`src/rtl/adiabatic_pc_sequencer.sv`:
```
// Four-phase power-clock sequencer for the adiabatic ALU array: per-stage clkpos/clkneg
// enables, one-entry operand buffer, frame-aligned launch and stage-3 hold-interval capture.

module adiabatic_pc_stage #(
  parameter logic [1:0] K = 2'd0
) (
  input  logic       clk,
  input  logic       rst_n,
  input  logic [1:0] q_next,
  output logic       pc_pos,
  output logic       pc_neg
);
  logic       started;
  logic       started_next;
  logic [1:0] st_next;
  logic       pos_next;

  // Stage k stays dark until the phase counter first reaches k.
  assign started_next = started | (q_next == K);
  assign st_next      = q_next - K;
  assign pos_next     = started_next & ~st_next[1];

  always_ff @(posedge clk or negedge rst_n) begin
    if (!rst_n) begin
      started <= 1'b0;
      pc_pos  <= 1'b0;
      pc_neg  <= 1'b1;
    end else begin
      started <= started_next;
      pc_pos  <= pos_next;
      pc_neg  <= ~pos_next;
    end
  end
endmodule

module adiabatic_pc_sequencer #(
  parameter int W   = 8,
  parameter int DIV = 4
) (
  input  logic         clk,
  input  logic         rst_n,
  input  logic         in_valid,
  output logic         in_ready,
  input  logic [W-1:0] in_a,
  input  logic [W-1:0] in_b,
  output logic [W-1:0] op_a,
  output logic [W-1:0] op_b,
  input  logic [W-1:0] res_in,
  output logic         out_valid,
  output logic [W-1:0] out_data,
  output logic [3:0]   pc_pos,
  output logic [3:0]   pc_neg,
  output logic         frame_start
);
  localparam int            SW      = (DIV > 1) ? $clog2(DIV) : 1;
  localparam logic [SW-1:0] SUB_MAX = SW'(DIV - 1);

  typedef struct packed {
    logic [W-1:0] a;
    logic [W-1:0] b;
  } opnd_t;

  logic [SW-1:0] sub, sub_next;
  logic [1:0]    q, q_next;
  logic          wrap, boundary;
  logic          buf_full, buf_full_next;
  opnd_t         bufd;
  logic          accept, launch, capture;
  logic [1:0]    vld_pipe;
  logic          tag1_next;

  assign wrap     = (sub == SUB_MAX);
  assign sub_next = wrap ? '0 : sub + SW'(1);
  assign q_next   = wrap ? q + 2'd1 : q;
  assign boundary = wrap && (q == 2'd3);

  assign accept        = in_valid && in_ready;
  assign launch        = boundary && buf_full;
  assign buf_full_next = launch ? 1'b0 : (accept ? 1'b1 : buf_full);

  // Capture is qualified on next-state values so DIV=1 captures on the boundary edge itself.
  assign tag1_next = boundary ? vld_pipe[0] : vld_pipe[1];
  assign capture   = (q_next == 2'd0) && (sub_next == SUB_MAX) && tag1_next;

  for (genvar k = 0; k < 4; k++) begin : g_stage
    adiabatic_pc_stage #(.K(2'(k))) u_stage (
      .clk    (clk),
      .rst_n  (rst_n),
      .q_next (q_next),
      .pc_pos (pc_pos[k]),
      .pc_neg (pc_neg[k])
    );
  end

  always_ff @(posedge clk or negedge rst_n) begin
    if (!rst_n) begin
      sub         <= SUB_MAX;
      q           <= 2'd3;
      buf_full    <= 1'b0;
      bufd        <= '0;
      in_ready    <= 1'b0;
      op_a        <= '0;
      op_b        <= '0;
      vld_pipe    <= '0;
      out_valid   <= 1'b0;
      out_data    <= '0;
      frame_start <= 1'b0;
    end else begin
      sub         <= sub_next;
      q           <= q_next;
      buf_full    <= buf_full_next;
      in_ready    <= ~buf_full_next;
      frame_start <= boundary;
      out_valid   <= capture;
      if (accept)
        bufd <= '{a: in_a, b: in_b};
      if (boundary)
        vld_pipe <= {vld_pipe[0], buf_full};
      if (launch) begin
        op_a <= bufd.a;
        op_b <= bufd.b;
      end
      if (capture)
        out_data <= res_in;
    end
  end
endmodule

```
`config.mk`:
```
export PLATFORM = sky130hd
export DESIGN_NAME = adiabatic_pc_sequencer
export DESIGN_NICKNAME = d
export VERILOG_FILES = /design/src/rtl/adiabatic_pc_sequencer.sv
export SDC_FILE = /design/constraint.sdc
export NUM_CORES = 1
export LEC_CHECK = 0
export ABC_AREA = 1
export BUFFER_PORTS_ARGS = -buffer_cell sky130_fd_sc_hd__buf_4
export CORE_ASPECT_RATIO = 1.25
export CORE_UTILIZATION = 32
export DETAILED_ROUTE_END_ITERATION = 8
export SLEW_MARGIN = 25
export SYNTH_ARGS = -nofsm -noshare
export SYNTH_HDL_FRONTEND = slang
export SYNTH_SLANG_ARGS = --single-unit
```
`constraint.sdc`:
```
create_clock -name clk -period 2.1 [get_ports clk]
set_input_delay 0 -clock clk [delete_from_list [all_inputs] [get_ports clk]]
set_output_delay 0 -clock clk [all_outputs]
set_load 0.02 [all_outputs]
```
==> impl_metrics.yaml, run 1 <==
clock_tree:
  post_cts_hold_buffer_count: 25
  clk-insertion-delay-late_ns: 0.34
  cts_root_buf: "clkbuf_8"
  clkSinkCount: 62
  cts_buffers: 9
  clkSlewWorstSetupHoldPaths_ns: 0.07
  clock_tree.buffer_depth: 2
  tritoncts_clock_tree: "yes"
  cts_repair_resize_count: 0
  post_cts_repair_timing_setup_buffer_count: 0
  ctsHtreeMaxLevel: 3
final_layout:
  number_of_diodes: 0
  filler_cell_count: 721
  finish.net_count: 348
  final_core_util: 0.464
  post_route_cells_drive_above_1_share: 0.357
  finalNonFillerCells: 414
  synthToLayoutAreaGrowth_pct: 38.8
  final_area_sq_mm: 0.00348
sta:
  setup_viol: 0
  relSlewSlack: 0.500
  final.min_clock_period_ns: 1.65
  unrepaired_setup_endpoints_after_global_routing: "no"
  timing.clock.skew_ns: 0.00752
  fin_setup_tns_ns: 0
  maxSlewViolCount: 0
  maxClockFrequency_mhz: 608
  layout_worst_path_cycle_share: 0.784
  finalHoldViolations: 0
  tightestPinTransition_ns: 0.749
run_status:
  outcome: "completed"
power:
  cellLeakagePower_nw: 1.80
  cell_internal_pwr_mw: 2.66
  power.share.sequential: 0.433
  combinational_fraction_of_design_power: 0.246
  net-switching-power_mw: 1.08
  power_density_mw_per_mm2: 1070
  power_frac_clock: 0.321
  ir_drop_mv: 0.540
  switching_fraction: 0.288
  p_total_mw: 3.74
yosys:
  synth_cell_type_count: 23
  yosys_warnings: 0
  syn-num-nets: 262
  synth-seq-cells: 62
  avgSynthCellArea_sq_um: 10.8
  syn_inst: 231
  ys_dominant_reg_cell: "dfrtp_1"
  synth.cell_area_sq_mm: 0.00251
  number_of_synthesized_flops_with_an_enable_pin: 0
  yosysSeqAreaShare: 0.623
  synth_async_sr_flop_share: 1.00
worst_setup_path:
  worst-endpoint-required_ns: 2.33
  cp-start-kind: "flop"
  r2r-start: "sub[0]"
  cp-end-kind: "flop"
  timing.critical_path.from: "sub[0]"
  reg2regPathDepth: 8
  worstSetupPathType: "reg -> reg"
  reg2reg_to: "out_data[2]"
  worstPathArrival_ns: 1.87
  timing.critical_path.fanout_max: 9
  rrSetupSlack_ns: 0.45
min_path:
  min_path_type: "in -> async"
drt:
  met2RoutedLength_um: 2090
  wl_per_cell_um: 10.6
  wirelength_um: 4400
  m1WireLength_um: 1950
  route.vias.total: 1730
  maxUsedRoutingLayer: "met4"
  drt-pass1-iter-count: 4
  final_antenna_net_count: 0
  avgViaCountPerCell: 4.18
  drc: 0
  drt_first_iter_violations: 55
  met3WireLength_um: 201
global_routing:
  grt.overflow.total: 0
  grt_util_all_layers: 0.128
  antenna_found_initial: 0
  grt_pass1_wl_um: 7780
  grt_max_degree: 63
  first_global_vias: 1801
die:
  start_util: 0.335
  row_count: 35
  pin_count: 62
  core_area_sq_mm: 0.00749
  die_area_sq_mm: 0.00819
  die_width_um: 81.2
  die_h_um: 101
flow_run:
  max_cap_check_violation_count: 0
placed_design:
  placedCellCount: 373
  dpl-instance-area_sq_mm: 0.00299
  hpwl_um: 2960
  io_buffers: 61
  gp_congestion: 0.688
==> routing by layer <==
layer  track usage  vias to the layer above
li1              -                      874
met1         0.150                      796
met2         0.205                       46
met3        0.0235                       14
met4        0.0948                        0
met5             0                        -
==> power groups by stage <==
stage / clock network [mW] / registers (mW) / logic (mW)
5_1_grt: 1.28 / 1.65 / 1.02
3_3_place_gp: 0 / 1.64 / 0.880
6_report: 1.20 / 1.62 / 0.918
3_5_place_dp: 0 / 1.64 / 0.896
4_1_cts: 1.23 / 1.62 / 0.932
2_1_floorplan: 0 / 1.81 / 0.312
==> cell type report <==
type,instances,area (sq um),share of cell area
clock buffers,13,169,0.0486
clock inverters,3,65.1,0.0187
inverters,29,111,0.0320
multi-input cells,128,741,0.213
flip-flops and latches,62,1560,0.449
well taps,92,115,0.0331
repair buffers,87,716,0.206
==> state kept, by name (all words and copies together), names as in the netlist, 2 cells and up <==
register                 cells
g_stage.u_stage.pc_neg       4
op_b                         8
g_stage.u_stage.pc_pos       4
bufd                        16
g_stage.u_stage.started      4
sub                          2
op_a                         8
out_data                     8
vld_pipe                     2
q                            2
==> synthesized netlist by cell type (7+ instances only) <==
| cell | number | area, sq um |
|---|---|---|
| a21oi_1 | 12 | 60.1 |
| buf_4 | 8 | 60.1 |
| dfrtp_1 | 54 | 1350 |
| dfstp_2 | 8 | 210 |
| inv_1 | 26 | 97.6 |
| mux2_2 | 7 | 78.8 |
| nand2_1 | 59 | 221 |
| nand3_1 | 11 | 55.1 |
| nor2_1 | 11 | 41.3 |
| o21ai_2 | 9 | 78.8 |
==> worst max-delay path, stage by stage (launching register included) <==
cell	delay (ns)
dfstp_2	0.56
ha_1	0.25
inv_2	0.04
nand2_1	0.07
nand2_2	0.11
nor2_4	0.27
nand2_4	0.13
nand2_1	0.07
nand2_1	0.04
==> how the worst max path moves through the flow <==
stage	to	slack, ns
after CTS	out_data[2]	0.44
final	out_data[2]	0.45
after detailed placement	out_data[4]	0.44
after global placement	out_data[3]	0.48
after floorplan	out_data[0]	0.62
after global routing	out_data[2]	0.29
==> per-stage QoR <==
step           hold slack [ns]  setup WS (ns)
4_1_cts                  0.298          0.438
2_1_floorplan           -0.296          0.617
3_5_place_dp             0.127          0.442
6_report                 0.281          0.454
3_3_place_gp             0.126          0.483
5_1_grt                  0.356          0.286
==> kinds of logic (layout without fill, tap and decap cells) <==
kind of cell,Yosys count,in the layout,share of synthesized area
AND/OR/NAND/NOR,93,93,0.180
flip-flops,62,62,0.623
XOR/XNOR,2,2,0.00699
AO/OA/AOI/OAI,22,22,0.0574
multiplexers,7,7,0.0315
adder cells (fa/ha/maj),4,4,0.0200
buffers and inverters,41,132,0.0814
==> layout by cell type, fill, tap and decap left out <==
cell,synthesis,layout
buf_4,8,62
nand2_1,59,59
dfrtp_1,54,54
inv_1,26,26
dlygate4sd3_1,0,25
a21oi_1,12,12
clkbuf_8,0,12
nor2_1,11,11
nand3_1,11,11
o21ai_2,9,9
dfstp_2,8,8
mux2_2,7,7
nand2_4,4,4
nand2_2,4,4
ha_1,4,4
nor2_8,2,2
nor2_4,2,2
bufinv_16,0,2
clkinv_1,1,1
inv_2,1,1
xnor2_1,1,1
xor2_1,1,1
inv_4,1,1
o21ai_1,1,1
clkinv_2,0,1
clkbuf_1,0,1
(Power assumes the default switching activity.)
==> run 2: changes to the inputs <==
- ABC_AREA: 1 -> 0
- clock period: 2.1 -> 1.4 ns (I/O delays scaled with it)
==> impl_metrics.yaml, run 2 <==
placed_design:
  hpwl_um: 3080
  io_buffers: 61
  dpl-instance-area_sq_mm: 0.00313
  gp_congestion: 0.730
run_status:
  violations: "setup timing"
  outcome: "finished with violations"
clock_tree:
  clkSlewWorstSetupHoldPaths_ns: 0.07
  tritoncts_clock_tree: "yes"
  clock_tree.buffer_depth: 2
  clkSinkCount: 62
  ctsHtreeMaxLevel: 3
  cts_buffers: 9
  cts_root_buf: "clkbuf_8"
  clk-insertion-delay-late_ns: 0.34
yosys:
  synthMuxAreaShare: 0.194
  yosys_warnings: 0
  post-synth-top-count-cell: "dfrtp_1"
  synth-seq-cells: 62
  yosys.area_share.simple: 0.0475
  ys_dominant_reg_cell: "dfrtp_1"
  synth.cell_area_sq_mm: 0.00247
  number_of_synthesized_flops_with_an_enable_pin: 0
  combinational_family_with_the_most_area_after_synthesis: "multiplexers"
  synth_cell_type_count: 32
  yosysTopAreaCell: "dfrtp_1"
  yosysSeqAreaShare: 0.631
  avgSynthCellArea_sq_um: 15.2
  synth_async_sr_flop_share: 1.00
  post_synth_main_area_contributors: "dfrtp_1 55%, mux2_2 17%, dfstp_2 8.5%"
  yosys.area_share.xor_xnor: 0.0147
  yosys.area.top_type_share: 0.546
  syn-num-nets: 194
  ys_top_cells_by_count: "54 x dfrtp_1, 38 x mux2_2, 8 x buf_4, 8 x dfstp_2, 8 x inv_1"
  synth_compound_area_frac: 0.0425
  yosys.area_share.adder: 0.0202
  syn_inst: 163
worst_setup_path:
  worstSetupPathType: "reg -> reg"
  worstPathArrival_ns: 1.97
  rrSetupSlack_ns: -0.35
  timing.critical_path.from: "sub[0]"
  cp-start-kind: "flop"
  worst-endpoint-required_ns: 1.62
  cp-end-kind: "flop"
  reg2regPathDepth: 5
  timing.critical_path.fanout_max: 5
  r2r-start: "sub[0]"
  reg2reg_to: "out_data[1]"
global_routing:
  grt_util_all_layers: 0.138
  met1_track_demand_over_resource_in_global_routing: 0.161
  grt_max_degree: 24
  grt.overflow.total: 0
  busiest_metal_layer_after_global_routing: "met2"
  antenna_found_initial: 0
  grt_pass1_wl_um: 7980
  use_met2: 0.220
  met3_usage: 0.0327
  first_global_vias: 1677
sta:
  unrepaired_setup_endpoints_after_global_routing: "yes"
  maxSlewViolCount: 0
  maxClockFrequency_mhz: 570
  setup_viol: 39
  finalHoldViolations: 0
  timing.clock.skew_ns: 0.00956
  fin_setup_tns_ns: -6.16
  tightestPinTransition_ns: 0.378
  relSlewSlack: 0.748
  layout_worst_path_cycle_share: 1.25
  worst_slack_ns: -0.353
  final.min_clock_period_ns: 1.75
final_layout:
  number_of_diodes: 0
  mostFrequentLayoutCells: "76 x buf_4, 54 x dfrtp_1, 38 x mux2_2, 25 x dlygate4sd3_1, 9 x clkbuf_8"
  register_ranked_first_by_flip_flop_count: "bufd"
  post_route_cells_drive_above_1_share: 0.605
  finish.net_count: 303
  largest_reg_flops: 16
  final_area_sq_mm: 0.00372
  filler_cell_count: 676
  synthToLayoutAreaGrowth_pct: 50.4
  leading_cell_type_in_the_layout_fill_and_taps_excluded: "buf_4"
die:
  die_h_um: 100
  row_count: 35
  start_util: 0.332
  pin_count: 62
  die_area_sq_mm: 0.00809
  core_area_sq_mm: 0.00744
  die_width_um: 80.6
drt:
  final_antenna_net_count: 0
  route.vias.total: 1624
  wl_per_cell_um: 13.3
  wirelength_um: 4900
  drt_first_iter_violations: 55
  avgViaCountPerCell: 4.41
  drt-pass1-iter-count: 4
  drc: 0
power:
  cellLeakagePower_nw: 1.68
  ir_drop_mv: 0.646
  power_density_mw_per_mm2: 1450
min_path:
  min_path_type: "in -> async"
flow_run:
  max_cap_check_violation_count: 0
-- run 2: cell types whose count changed in the layout (fill, tap and decap cells not counted), moves of 5 or more --
cell | before | now
nand2_1 | 59 | 6
mux2_2 | 7 | 38
inv_1 | 26 | 8
buf_4 | 62 | 76
a21oi_1 | 12 | 0
nand3_1 | 11 | 1
nor2_1 | 11 | 1
o21ai_2 | 9 | 2
buf_6 | 0 | 5
-- run 2: power breakdown --
part / total (mW) / leakage [nW] / switching, mW / internal, mW
clock: 1.67 / 0.0973 / 0.685 / 0.988
sequential: 2.40 / 0.704 / 0.204 / 2.20
combinational: 1.30 / 0.882 / 0.588 / 0.710
total: 5.38 / 1.68 / 1.48 / 3.90
-- run 2: final cells by class --
class                      instances  area, sq um  share of cell area
timing repair buffer             107          897               0.241
clock buffer                       9          124              0.0333
clock inverter                     6         87.6              0.0235
tap                               92          115              0.0309
multi-input combinational         84          905               0.243
sequential                        62         1560               0.420
inverter                           8         30.0             0.00807
-- run 2: worst max-delay path, stage by stage, from the launching register on --
cell       delay [ns]
dfstp_2          0.54
buf_6            0.10
ha_4             0.15
mux2i_4          0.29
o2111ai_4        0.22
mux2_4           0.34
-- run 2: stage by stage --
| stage | hold slack, ns | worst slack [ns] | util | total power [mW] | std cells |
|---|---|---|---|---|---|
| final | 0.0830 | -0.353 | 0.500 | 5.38 | 368 |
| after global placement | -0.0965 | -0.379 | 0.421 | 3.66 | 321 |
| after global routing | 0.0928 | -0.408 | 0.500 | 5.69 | 368 |
| after floorplan | -0.296 | -0.358 | - | 3.09 | 163 |
| after detailed placement | -0.0939 | -0.420 | 0.421 | 3.69 | 321 |
| after CTS | 0.0742 | -0.365 | 0.498 | 5.46 | 369 |
-- run 2: cells by family after synthesis --
group	count (synthesis)
XOR/XNOR	2
flip-flops	62
multiplexers	41
adder cells (fa/ha/maj)	4
buffers and inverters	20
AND/OR/NAND/NOR	22
AO/OA/AOI/OAI	12
-- run 2: per-layer routing --
| metal | vias to the layer above | share of wire | routed length [um] |
|---|---|---|---|
| met2 | 44 | 0.50 | 2470 |
| li1 | 776 | - | - |
| met4 | 0 | 0.029 | 142 |
| met3 | 12 | 0.042 | 208 |
| met1 | 792 | 0.42 | 2070 |
| met5 | - | 0 | 0 |
-- run 2: timing repair --
action,in CTS,in global routing
pin swaps,2,2
endpoints found under the hold margin,79,0
cloned,3,0
gates resized for setup,11,6
buffers inserted,5,0
hold buffers,25,0
endpoints found under the setup margin,39,41
-- run 2: how the worst max path moves through the flow --
| stage | depth (start not counted) | slack [ns] | to |
|---|---|---|---|
| 2_1_floorplan | 5 | -0.36 | out_data[1] |
| 3_3_place_gp | 5 | -0.38 | out_data[1] |
| 3_5_place_dp | 5 | -0.42 | out_data[2] |
| 4_1_cts | 5 | -0.36 | out_data[1] |
| 5_1_grt | 5 | -0.41 | out_data[4] |
| 6_report | 5 | -0.35 | out_data[1] |
